File: src/rtl/serializer_pattern_sequencer_pkg.sv
// Shared types and constants for the serializer pattern sequencer.
// Holds the controller state encoding and run-length sizing.
package serializer_ctrl_pkg;

    localparam int LOOP_W = 16;

    localparam logic [7:0] IDLE_WORD_DEFAULT = 8'h00;

    typedef enum logic [1:0] {
        IDLE    = 2'd0,
        SER_RST = 2'd1,
        PRIME   = 2'd2,
        PLAY    = 2'd3
    } state_e;

endpackage

File: src/rtl/serializer_pattern_sequencer_if.sv
// Control/data bundle between a host and the pattern sequencer.
// The master drives RAM loads and run requests; the slave reports status.
interface serializer_if #(
    parameter int ADDR_W = 6
);
    import serializer_ctrl_pkg::*;

    logic              wr_en;
    logic [ADDR_W-1:0] wr_addr;
    logic [7:0]        wr_data;
    logic [ADDR_W-1:0] start_addr;
    logic [ADDR_W-1:0] end_addr;
    logic [LOOP_W-1:0] loop_count;
    logic              start;
    logic              stop;
    logic              busy;
    logic              done;
    logic              word_valid;
    logic [7:0]        parallel_out;
    logic              ser_rst;

    modport master (
        output wr_en, wr_addr, wr_data,
        output start_addr, end_addr, loop_count,
        output start, stop,
        input  busy, done, word_valid,
        input  parallel_out, ser_rst
    );

    modport slave (
        input  wr_en, wr_addr, wr_data,
        input  start_addr, end_addr, loop_count,
        input  start, stop,
        output busy, done, word_valid,
        output parallel_out, ser_rst
    );

endinterface

File: src/rtl/serializer_pattern_sequencer_ram.sv
// Simple dual-port pattern RAM, one-cycle synchronous read.
// A read and write to the same address in one cycle returns the old word.
module serializer_pattern_ram #(
    parameter int ADDR_W = 6
) (
    input  logic              clk,
    input  logic              wr_en,
    input  logic [ADDR_W-1:0] wr_addr,
    input  logic [7:0]        wr_data,
    input  logic [ADDR_W-1:0] rd_addr,
    output logic [7:0]        rd_data
);

    logic [7:0] mem_q [2**ADDR_W];
    logic [7:0] rd_data_q;

    // Storage and read register share one edge, so reads see pre-write data.
    always_ff @(posedge clk) begin
        if (wr_en) begin
            mem_q[wr_addr] <= wr_data;
        end
        rd_data_q <= mem_q[rd_addr];
    end

    assign rd_data = rd_data_q;

endmodule

File: src/rtl/serializer_pattern_sequencer.sv
// Pattern sequencer feeding an 8-bit OSERDES: resets the serializer,
// then replays a RAM address window for N passes (or until stopped).
module serializer_pattern_sequencer
    import serializer_ctrl_pkg::*;
#(
    parameter int         ADDR_W     = 6,
    parameter int         RST_CYCLES = 4,
    parameter logic [7:0] IDLE_WORD  = IDLE_WORD_DEFAULT
) (
    input  logic        slow_clock,
    input  logic        rst_n,
    serializer_if.slave bus
);

    state_e            state_q, state_d;
    logic [ADDR_W-1:0] start_q, start_d;
    logic [ADDR_W-1:0] end_q, end_d;
    logic [ADDR_W-1:0] addr_q, addr_d;
    logic [LOOP_W-1:0] pass_q, pass_d;
    logic              inf_q, inf_d;
    logic              last_q, last_d;
    logic [7:0]        cnt_q, cnt_d;
    logic              busy_q, busy_d;
    logic              done_q, done_d;
    logic              valid_q, valid_d;
    logic              ser_rst_q, ser_rst_d;

    logic              issue;
    logic [ADDR_W-1:0] issue_addr;
    logic              pass_end;
    logic              final_word;
    logic [7:0]        rd_data;

    serializer_pattern_ram #(
        .ADDR_W (ADDR_W)
    ) u_ram (
        .clk     (slow_clock),
        .wr_en   (bus.wr_en),
        .wr_addr (bus.wr_addr),
        .wr_data (bus.wr_data),
        .rd_addr (issue_addr),
        .rd_data (rd_data)
    );

    // Pick the RAM address issued this cycle and classify it.
    always_comb begin
        issue      = 1'b0;
        issue_addr = addr_q;
        if (state_q == PRIME) begin
            issue      = 1'b1;
            issue_addr = start_q;
        end else if (state_q == PLAY && !last_q) begin
            issue = 1'b1;
        end
        pass_end   = (issue_addr == end_q);
        final_word = pass_end && !inf_q && (pass_q == 16'd1);
    end

    // Next-state, run bookkeeping and registered output decode.
    always_comb begin
        state_d = state_q;
        start_d = start_q;
        end_d   = end_q;
        addr_d  = addr_q;
        pass_d  = pass_q;
        inf_d   = inf_q;
        last_d  = last_q;
        cnt_d   = cnt_q;
        done_d  = 1'b0;

        unique case (state_q)
            IDLE: begin
                if (bus.start && !bus.stop) begin
                    state_d = SER_RST;
                    start_d = bus.start_addr;
                    end_d   = bus.end_addr;
                    pass_d  = bus.loop_count;
                    inf_d   = (bus.loop_count == '0);
                    last_d  = 1'b0;
                    cnt_d   = 8'(RST_CYCLES - 1);
                end
            end
            SER_RST: begin
                if (bus.stop) begin
                    state_d = IDLE;
                    done_d  = 1'b1;
                end else if (cnt_q == 8'd0) begin
                    state_d = PRIME;
                end else begin
                    cnt_d = cnt_q - 8'd1;
                end
            end
            PRIME: begin
                if (bus.stop) begin
                    state_d = IDLE;
                    done_d  = 1'b1;
                end else begin
                    state_d = PLAY;
                end
            end
            PLAY: begin
                if (bus.stop || last_q) begin
                    state_d = IDLE;
                    done_d  = 1'b1;
                end
            end
        endcase

        if (issue && !bus.stop) begin
            addr_d = pass_end ? start_q : issue_addr + 1'b1;
            if (final_word) begin
                last_d = 1'b1;
            end else if (pass_end && !inf_q) begin
                pass_d = pass_q - 1'b1;
            end
        end

        ser_rst_d = (state_d == SER_RST);
        busy_d    = (state_d != IDLE);
        valid_d   = (state_d == PLAY);
    end

    // Controller state; reset holds the serializer in reset.
    always_ff @(posedge slow_clock or negedge rst_n) begin
        if (!rst_n) begin
            state_q   <= IDLE;
            start_q   <= '0;
            end_q     <= '0;
            addr_q    <= '0;
            pass_q    <= '0;
            inf_q     <= 1'b0;
            last_q    <= 1'b0;
            cnt_q     <= '0;
            busy_q    <= 1'b0;
            done_q    <= 1'b0;
            valid_q   <= 1'b0;
            ser_rst_q <= 1'b1;
        end else begin
            state_q   <= state_d;
            start_q   <= start_d;
            end_q     <= end_d;
            addr_q    <= addr_d;
            pass_q    <= pass_d;
            inf_q     <= inf_d;
            last_q    <= last_d;
            cnt_q     <= cnt_d;
            busy_q    <= busy_d;
            done_q    <= done_d;
            valid_q   <= valid_d;
            ser_rst_q <= ser_rst_d;
        end
    end

    assign bus.busy         = busy_q;
    assign bus.done         = done_q;
    assign bus.word_valid   = valid_q;
    assign bus.ser_rst      = ser_rst_q;
    assign bus.parallel_out = valid_q ? rd_data : IDLE_WORD;

endmodule

File: src/flat_wrapper.sv
// flat-port wrapper written by rule: the top's interface ports become plain ports
module serializer_pattern_sequencer_flat import serializer_ctrl_pkg::*;
#(
    parameter int         ADDR_W     = 6,
    parameter int         RST_CYCLES = 4,
    parameter logic [7:0] IDLE_WORD  = IDLE_WORD_DEFAULT
)
  (slow_clock, rst_n, bus_wr_en, bus_wr_addr, bus_wr_data, bus_start_addr, bus_end_addr, bus_loop_count, bus_start, bus_stop, bus_busy, bus_done, bus_word_valid, bus_parallel_out, bus_ser_rst);
  serializer_if #(.ADDR_W(ADDR_W)) bus_i ();
  input  logic slow_clock;
  input  logic rst_n;
  input wire logic [$bits(bus_i.wr_en)-1:0] bus_wr_en;
  input wire logic [$bits(bus_i.wr_addr)-1:0] bus_wr_addr;
  input wire logic [$bits(bus_i.wr_data)-1:0] bus_wr_data;
  input wire logic [$bits(bus_i.start_addr)-1:0] bus_start_addr;
  input wire logic [$bits(bus_i.end_addr)-1:0] bus_end_addr;
  input wire logic [$bits(bus_i.loop_count)-1:0] bus_loop_count;
  input wire logic [$bits(bus_i.start)-1:0] bus_start;
  input wire logic [$bits(bus_i.stop)-1:0] bus_stop;
  output wire logic [$bits(bus_i.busy)-1:0] bus_busy;
  output wire logic [$bits(bus_i.done)-1:0] bus_done;
  output wire logic [$bits(bus_i.word_valid)-1:0] bus_word_valid;
  output wire logic [$bits(bus_i.parallel_out)-1:0] bus_parallel_out;
  output wire logic [$bits(bus_i.ser_rst)-1:0] bus_ser_rst;
  assign bus_i.wr_en = bus_wr_en;
  assign bus_i.wr_addr = bus_wr_addr;
  assign bus_i.wr_data = bus_wr_data;
  assign bus_i.start_addr = bus_start_addr;
  assign bus_i.end_addr = bus_end_addr;
  assign bus_i.loop_count = bus_loop_count;
  assign bus_i.start = bus_start;
  assign bus_i.stop = bus_stop;
  assign bus_busy = bus_i.busy;
  assign bus_done = bus_i.done;
  assign bus_word_valid = bus_i.word_valid;
  assign bus_parallel_out = bus_i.parallel_out;
  assign bus_ser_rst = bus_i.ser_rst;
  serializer_pattern_sequencer #(.ADDR_W(ADDR_W), .RST_CYCLES(RST_CYCLES), .IDLE_WORD(IDLE_WORD)) u_core (.slow_clock(slow_clock), .rst_n(rst_n), .bus(bus_i));
endmodule
File: config.mk
export PLATFORM = sky130hd
export DESIGN_NAME = serializer_pattern_sequencer_flat
export DESIGN_NICKNAME = d
export VERILOG_FILES = /design/src/rtl/serializer_pattern_sequencer_pkg.sv /design/src/rtl/serializer_pattern_sequencer_if.sv /design/src/rtl/serializer_pattern_sequencer_ram.sv /design/src/rtl/serializer_pattern_sequencer.sv /design/src/flat_wrapper.sv
export SDC_FILE = /design/constraint.sdc
export NUM_CORES = 1
export LEC_CHECK = 0
export ABC_CLOCK_PERIOD_IN_PS = 3300
export CORE_MARGIN = 8
export CORE_UTILIZATION = 60
export DETAILED_ROUTE_END_ITERATION = 8
export GPL_TIMING_DRIVEN = 0
export PLACE_DENSITY = 0.78
export SLEW_MARGIN = 20
export SYNTH_ARGS = -nofsm -noshare
export SYNTH_HDL_FRONTEND = slang
export SYNTH_SLANG_ARGS = --single-unit
File: constraint.sdc
create_clock -name slow_clock -period 3.3 [get_ports slow_clock]
set_input_delay 0.66 -clock slow_clock [delete_from_list [all_inputs] [get_ports slow_clock]]
set_output_delay 0.66 -clock slow_clock [all_outputs]
set_load 0.01 [all_outputs]
# ---- After elaboration in Yosys (flattened, before gate mapping)
# Memory sizes are Yosys's and may differ from the RTL's. A register that Yosys moved wholly into a read port is not among the register bits.
# Index checks and enable logic that the tools add are counted.
dict set report word_totals {
  register_bits 50
  word_cells 72
  ramBits 512
  output_inout_bits 12
  mem_count 1
}
# memory depth word_bits rd rd_ports_with_merged_regs wr line
set memory_table {}
lappend memory_table {u_core.u_ram.mem_q 64 8 1 1 1 serializer_pattern_sequencer_ram.sv:14} ;# logic [7:0] mem_q [2**ADDR_W];
dict set report op_classes {
  addsub 3
  n_eq_ne 10
  n_mux 29
  reduce_logical 17
}
# op count
set op_table {}
lappend op_table {{$mux W16} 5}
lappend op_table {{$mux W8} 4}
lappend op_table {{$eq A16 B1 Y1 const B} 1}
lappend op_table {{$logic_not A16 Y1} 1}
lappend op_table {{$pmux W8 S2} 1}
lappend op_table {{$sub A16 B1 Y16 const B} 1}
lappend op_table {{$mux W6} 2}
lappend op_table {{$mux W1} 10}
lappend op_table {{$mux W2} 5}
lappend op_table {{$logic_not A8 Y1} 1}
lappend op_table {{$pmux W2 S4} 1}
lappend op_table {{$sub A8 B1 Y8 const B} 1}
lappend op_table {{$add A6 B1 Y6 const B} 1}
lappend op_table {{$eq A2 B2 Y1 const B} 3}
lappend op_table {{$eq A6 B6 Y1} 1}
lappend op_table {{$logic_and A1 B1 Y1} 5}
lappend op_table {{$eq A2 B1 Y1 const B} 2}
lappend op_table {{$ne A2 B2 Y1 const B} 2}
lappend op_table {{$reduce_and A4 Y1} 1}
lappend op_table {{$reduce_bool A2 Y1} 2}
lappend op_table {{$logic_not A1 Y1} 3}
lappend op_table {{$logic_not A2 Y1} 1}
lappend op_table {{$ne A2 B1 Y1 const B} 1}
lappend op_table {{$pmux W1 S2} 1}
lappend op_table {{3 further kinds} 3}

# ---- Depth between registers and ports, before layout
dict set report logic_depth {
  word_depth 7
  mapped_depth 13
  ltp_nobuf 9
}

# ---- Modules after synthesis
# A second synthesis with hierarchy kept.
dict set report hier_totals {
  cells_unflattened 1311
  hier_area_um2 23416.2
}
# module area_per_inst_um2 cells_per_inst n_inst
set modules_own_cells {}
lappend modules_own_cells {serializer_pattern_ram 20166.8 940 1}
lappend modules_own_cells {serializer_pattern_sequencer 3249.4 371 1}

# ---- Worst setup path after synthesis
# Ideal clock, no wire load.
dict set report synth_path {
  kind {flip-flop to flip-flop}
  from {reg u_core.state_q[0]}
  to {reg u_core.addr_q[4]}
  synth_period_minus_slack_ps 2849
  setup_time_ps 77
  t_required_ps 3223
  stages_incl_launch_ff 14
  n_path_buf 4
  arrival_time_ps 2772
  slack_ps 451
  cell_sequence {dfrtp_1 inv_1 ha_1 buf_4 nor2b_1 clkbuf_1 buf_1 buf_1 or2_2 ha_1 nand3_1 a211oi_1 o21ai_0 a21oi_1}
}
dict set report synth_via {
  elab_chain_cells 5
}
# element line
set synth_rtl {}
lappend synth_rtl {{start: declaration} serializer_pattern_sequencer.sv:15} ;# state_e state_q, state_d;
lappend synth_rtl {{start signal: assignment} serializer_pattern_sequencer.sv:139} ;# state_q <= state_d;
lappend synth_rtl {{branches (longest 5 deep; another with $add A6 B1 Y6)} --}
lappend synth_rtl {{end signal: assignment} serializer_pattern_sequencer.sv:142} ;# addr_q <= addr_d;
lappend synth_rtl {{end: declaration} serializer_pattern_sequencer.sv:18} ;# logic [ADDR_W-1:0] addr_q, addr_d;
# Parallel ways; which one is timed is not known.
# A chain may end at the register's enable or synchronous reset.

# ---- Worst setup path after layout
dict set report layout_path {
  from {reg u_core.state_q[0]}
  to {reg u_core.u_ram.rd_data_q[1] (netlist: u_core.u_ram.rd_data[1]), read port of u_core.u_ram.mem_q}
}
dict set report layout_via {
  elab_chain_cells 2
}
# element line
set layout_rtl {}
lappend layout_rtl {{$eq A2 B2 Y1} serializer_pattern_sequencer.sv:49} ;# if (state_q == PRIME) begin
lappend layout_rtl {{$mux W6} serializer_pattern_sequencer.sv:49}
lappend layout_rtl {{end: declaration} serializer_pattern_sequencer_ram.sv:15} ;# logic [7:0] rd_data_q;
# No other way between the ends.

==> tab_implementation.tex <==
\begin{tabular}{lr}
\hline
Metric & Value \\
\hline
\multicolumn{2}{l}{\textbf{Routing}} \\
Mean routed wirelength per cell & 26.3 um \\
Number of nets still failing antenna checks after routing & 0 \\
Routed length on met3 & 7340 um \\
Total number of vias & 17,900 \\
Total routed wire length on the met1 layer & 25,300 um \\
1st-iter DRT viols & 2,775 \\
Sum of routed wire length over all layers & 69,700 um \\
Total iterations of the first detailed-routing run & 6 \\
Vias/cell & 6.76 \\
Uppermost routed layer & met4 \\
Number of remaining DRC errors & 0 \\
Amount of wire on met2 after detailed routing & 33,300 um \\
\multicolumn{2}{l}{\textbf{Synthesis}} \\
Post-synthesis sequential element count & 570 \\
Combined area of all synthesized cells & 24,600 um2 \\
Per-instance average area after synthesis & 12.6 um2 \\
Top area cells in the synthesized netlist & edfxtp\_1, nand2\_1, dfrtp\_1 \\
Area fraction of the dominant cell type after synthesis & 62.5\% \\
Post-synthesis net count & 2,007 \\
Syn Inst Count & 1,951 \\
Cell type contributing the most total cell area after synthesis & edfxtp\_1 \\
Number of warnings printed during yosys synthesis & 0 \\
Most used flip-flop cell after synthesis & edfxtp\_1 \\
Async S/R FF share, synth & 8.77\% \\
Distinct cell type count after synthesis & 54 \\
Number of enable flip-flop cells after synthesis & 512 \\
Sequential cell area fraction in the yosys report & 68.3\% \\
\multicolumn{2}{l}{\textbf{Worst setup path}} \\
Critical path required time & 3.80 ns \\
Slowest stage cell, crit path & dfrtp\_1 \\
Library cell appearing most often on the critical path & buf\_4 \\
Worst EP arrival & 3.81 ns \\
Ordered list of cells on the worst path & inv\_1, ha\_2, buf\_4, mux2i\_4, buf\_4, clkbuf\_4, buf\_4, clkbuf\_4, a21oi\_1, nor3\_2, o22ai\_1, o221ai\_1 \\
Category of the critical setup timing path & reg -> reg \\
CP startpoint kind & flip-flop \\
Max stage delay on crit path & 0.40 ns \\
Crit-path max FO & 10 \\
Critical Path End Type & flip-flop \\
\multicolumn{2}{l}{\textbf{Floorplanning}} \\
Placeable core region & 40,600 um2 \\
IO Pins & 59 \\
Die Ht & 218 um \\
Die area & 47,700 um2 \\
Cell row count & 74 \\
Width of the chip & 218 um \\
Initial cell density of the core & 60.5\% \\
\multicolumn{2}{l}{\textbf{Timing}} \\
Highest achievable clock rate & 302 MHz \\
Max-slew violations & 0 \\
Hold slack final & 0.0685 ns \\
Setup Skew & 0.0332 ns \\
Relative slew margins & 22.2\% \\
Setup repair after global routing missed its margin & yes \\
Setup WS post-layout & -0.00958 ns \\
Min Clock Period, post-route & 3.31 ns \\
Number of setup violations in the final report & 1 \\
Number of hold violations in the final report & 0 \\
Worst-margin pin slew & 1.17 ns \\
Crit share post-route & 100\% \\
\multicolumn{2}{l}{\textbf{Cells and area}} \\
Layout net count & 2,125 \\
Layout cell share with drive strength beyond 1 & 11.6\% \\
Count of inserted antenna diode cells & 0 \\
Layout Utilization & 69.5\% \\
Area growth from synthesis to layout & 14.8\% \\
Post-route cell area & 28,200 um2 \\
Most frequent cells in the layout & edfxtp\_1, nand2\_1, a22oi\_1, a21oi\_1, o22ai\_1 \\
Leading cell type in the layout, fill and taps excluded & edfxtp\_1 \\
\multicolumn{2}{l}{\textbf{Run status}} \\
Run status & complete, but fails checks \\
Failing checks & setup timing \\
\multicolumn{2}{l}{\textbf{CTS}} \\
Max Buffers Root-to-Sink & 3 \\
Root buf cell & clkbuf\_16 \\
CTS tree & built \\
Number of buffers created by CTS & 56 \\
Hold buffer count at CTS & 0 \\
Skew-Pair Late Insertion Delay & 0.64 ns \\
Clk slew on worst S/H paths & 0.06 ns \\
Sinks on the clock net & 570 \\
H-tree lvl count & 2 \\
\multicolumn{2}{l}{\textbf{Power and ir drop}} \\
Pwr/cell area & 847 nW/um2 \\
Switching power share of the total & 36.7\% \\
Internal & 0.0151 W \\
IR Drop Worst-Case VDD & 0.000594 V \\
P\_sw & 0.00879 W \\
Portion of total power attributed to combinational logic & 35.6\% \\
Power share of the sequential group & 35.6\% \\
Pleak & 9.60 nW \\
Clock share of power & 28.8\% \\
\multicolumn{2}{l}{\textbf{GRT}} \\
First-pass GRT wire length & 103,000 um \\
Number of antenna violations at the first check in global routing & 0 \\
Pin count of the biggest net entering global routing & 65 \\
GR Overflow Total & 0 \\
Total global-route track usage & 28.7\% \\
Vias in the first global route & 17,500 \\
\multicolumn{2}{l}{\textbf{Place}} \\
GP Congestion & 0.990 \\
Placement-stage cell area & 25,800 um2 \\
Pre-CTS setup slack & -0.940 ns \\
Hpwl dp & 45,200 um \\
Number of input and output port buffers inserted & 53 \\
\multicolumn{2}{l}{\textbf{Min path}} \\
Worst min path class & in -> async \\
\multicolumn{2}{l}{\textbf{Flow run}} \\
Max-Cap Viols & 0 \\
\hline
\end{tabular}
==> registers in the layout (all words and copies together) (netlist names) <==
register	count
u_core.inf_q	1
u_core.bus.busy	1
u_core.bus.ser_rst	1
u_core.last_q	1
u_core.cnt_q	8
u_core.pass_q	16
u_core.start_q	6
u_core.bus.word_valid	1
u_core.end_q	6
u_core.bus.done	1
u_core.u_ram.rd_data	8
u_core.addr_q	6
u_core.u_ram.mem_q	512
u_core.state_q	2
==> routing by layer <==
metal	vias up	GRT usage (%)
li1	7719	-
met1	8756	37.1
met2	1200	46.1
met3	221	5.25
met4	0	15.0
met5	-	0
==> critical path, delay by kind of cell, from the launching register on <==
kind	cells	cell delay (ns)
buffers and inverters	6	1.39
AO/OA/AOI/OAI	3	0.55
flip-flops	1	0.40
AND/OR/NAND/NOR	1	0.31
adder cells (fa/ha/maj)	1	0.27
multiplexers	1	0.26
==> synthesized netlist by cell type (5+ instances only) <==
| library cell | instances |
|---|---|
| buf_1 | 15 |
| dfrtp_1 | 49 |
| o22ai_1 | 102 |
| o21ai_1 | 5 |
| nor4_1 | 25 |
| mux2_2 | 14 |
| buf_2 | 10 |
| a21oi_1 | 121 |
| nor3_1 | 73 |
| a22oi_1 | 132 |
| o32a_1 | 10 |
| a211oi_1 | 5 |
| clkbuf_1 | 99 |
| nand2b_1 | 7 |
| nor2_1 | 96 |
| edfxtp_1 | 512 |
| nand3_1 | 14 |
| inv_1 | 26 |
| nor2b_1 | 9 |
| nand2_1 | 357 |
| o21ai_0 | 26 |
| xnor2_1 | 8 |
| dfxtp_1 | 8 |
| and2_1 | 11 |
| mux2i_1 | 101 |
| ha_1 | 9 |
| or3_1 | 6 |
| nand4_1 | 6 |
| o221ai_1 | 56 |
==> power by group through the flow <==
stage / logic (W) / registers [W] / clock network [W]
floorplan: 0.00503 / 0.00857 / 0
global placement: 0.00756 / 0.00864 / 0
detailed placement: 0.00778 / 0.00863 / 0
CTS: 0.00809 / 0.00850 / 0.00689
global route: 0.00897 / 0.00855 / 0.00715
finish: 0.00852 / 0.00851 / 0.00690
==> path summary, 6_finish.rpt <==
path,start,to,slack [ns],cells after the start
worst max-delay path,u_core.state_q[0],u_core.u_ram.rd_data[1],-0.01,12
worst min-delay path,rst_n,u_core.pass_q[5],0.07,1
worst max register to register,u_core.state_q[0],u_core.u_ram.rd_data[1],-0.01,12
worst min register to register,u_core.inf_q,u_core.inf_q,0.50,2
max in group asynchronous,rst_n,u_core.cnt_q[0],2.78,1
min in group slow_clock,bus_wr_data[5],u_core.u_ram.mem_q[46][5],0.36,1
==> metrics by stage <==
step                      std cells  setup TNS, ns  total power [W]
final                          2648       -0.00958           0.0239
after global routing           2648         -0.281           0.0247
after CTS                      2646        -0.0317           0.0235
after detailed placement       2538          -8.73           0.0164
after global placement         2536        -121.32           0.0162
after floorplan                1951              0           0.0136
==> cells by family after synthesis <==
family | synth area share [%]
AOI/OAI and AO/OA | 13.0
buffers and inverters | 2.45
DFF | 68.3
adders and majority gates | 0.458
and+or+nand+nor | 10.8
xor gates and xnor gates | 0.320
muxes | 4.81
==> repair_timing <==
| action | CTS | global route |
|---|---|---|
| pin swaps | 1 | 6 |
| gates cloned | 0 | 0 |
| setup buffers | 3 | 3 |
| endpoints found under the setup margin | 26 | 26 |
| resized for setup | 83 | 57 |
==> layout make-up <==
class / count / area, um2
inverter: 26 / 97.6
buffer: 126 / 612
fill: 2727 / 12400
timing repair buffer: 61 / 608
sequential: 570 / 16800
multi-input combinational: 1228 / 7480
tap: 532 / 666
clock buffer: 62 / 1420
clock inverter: 43 / 569
Power figures use the tool's default switching activity.
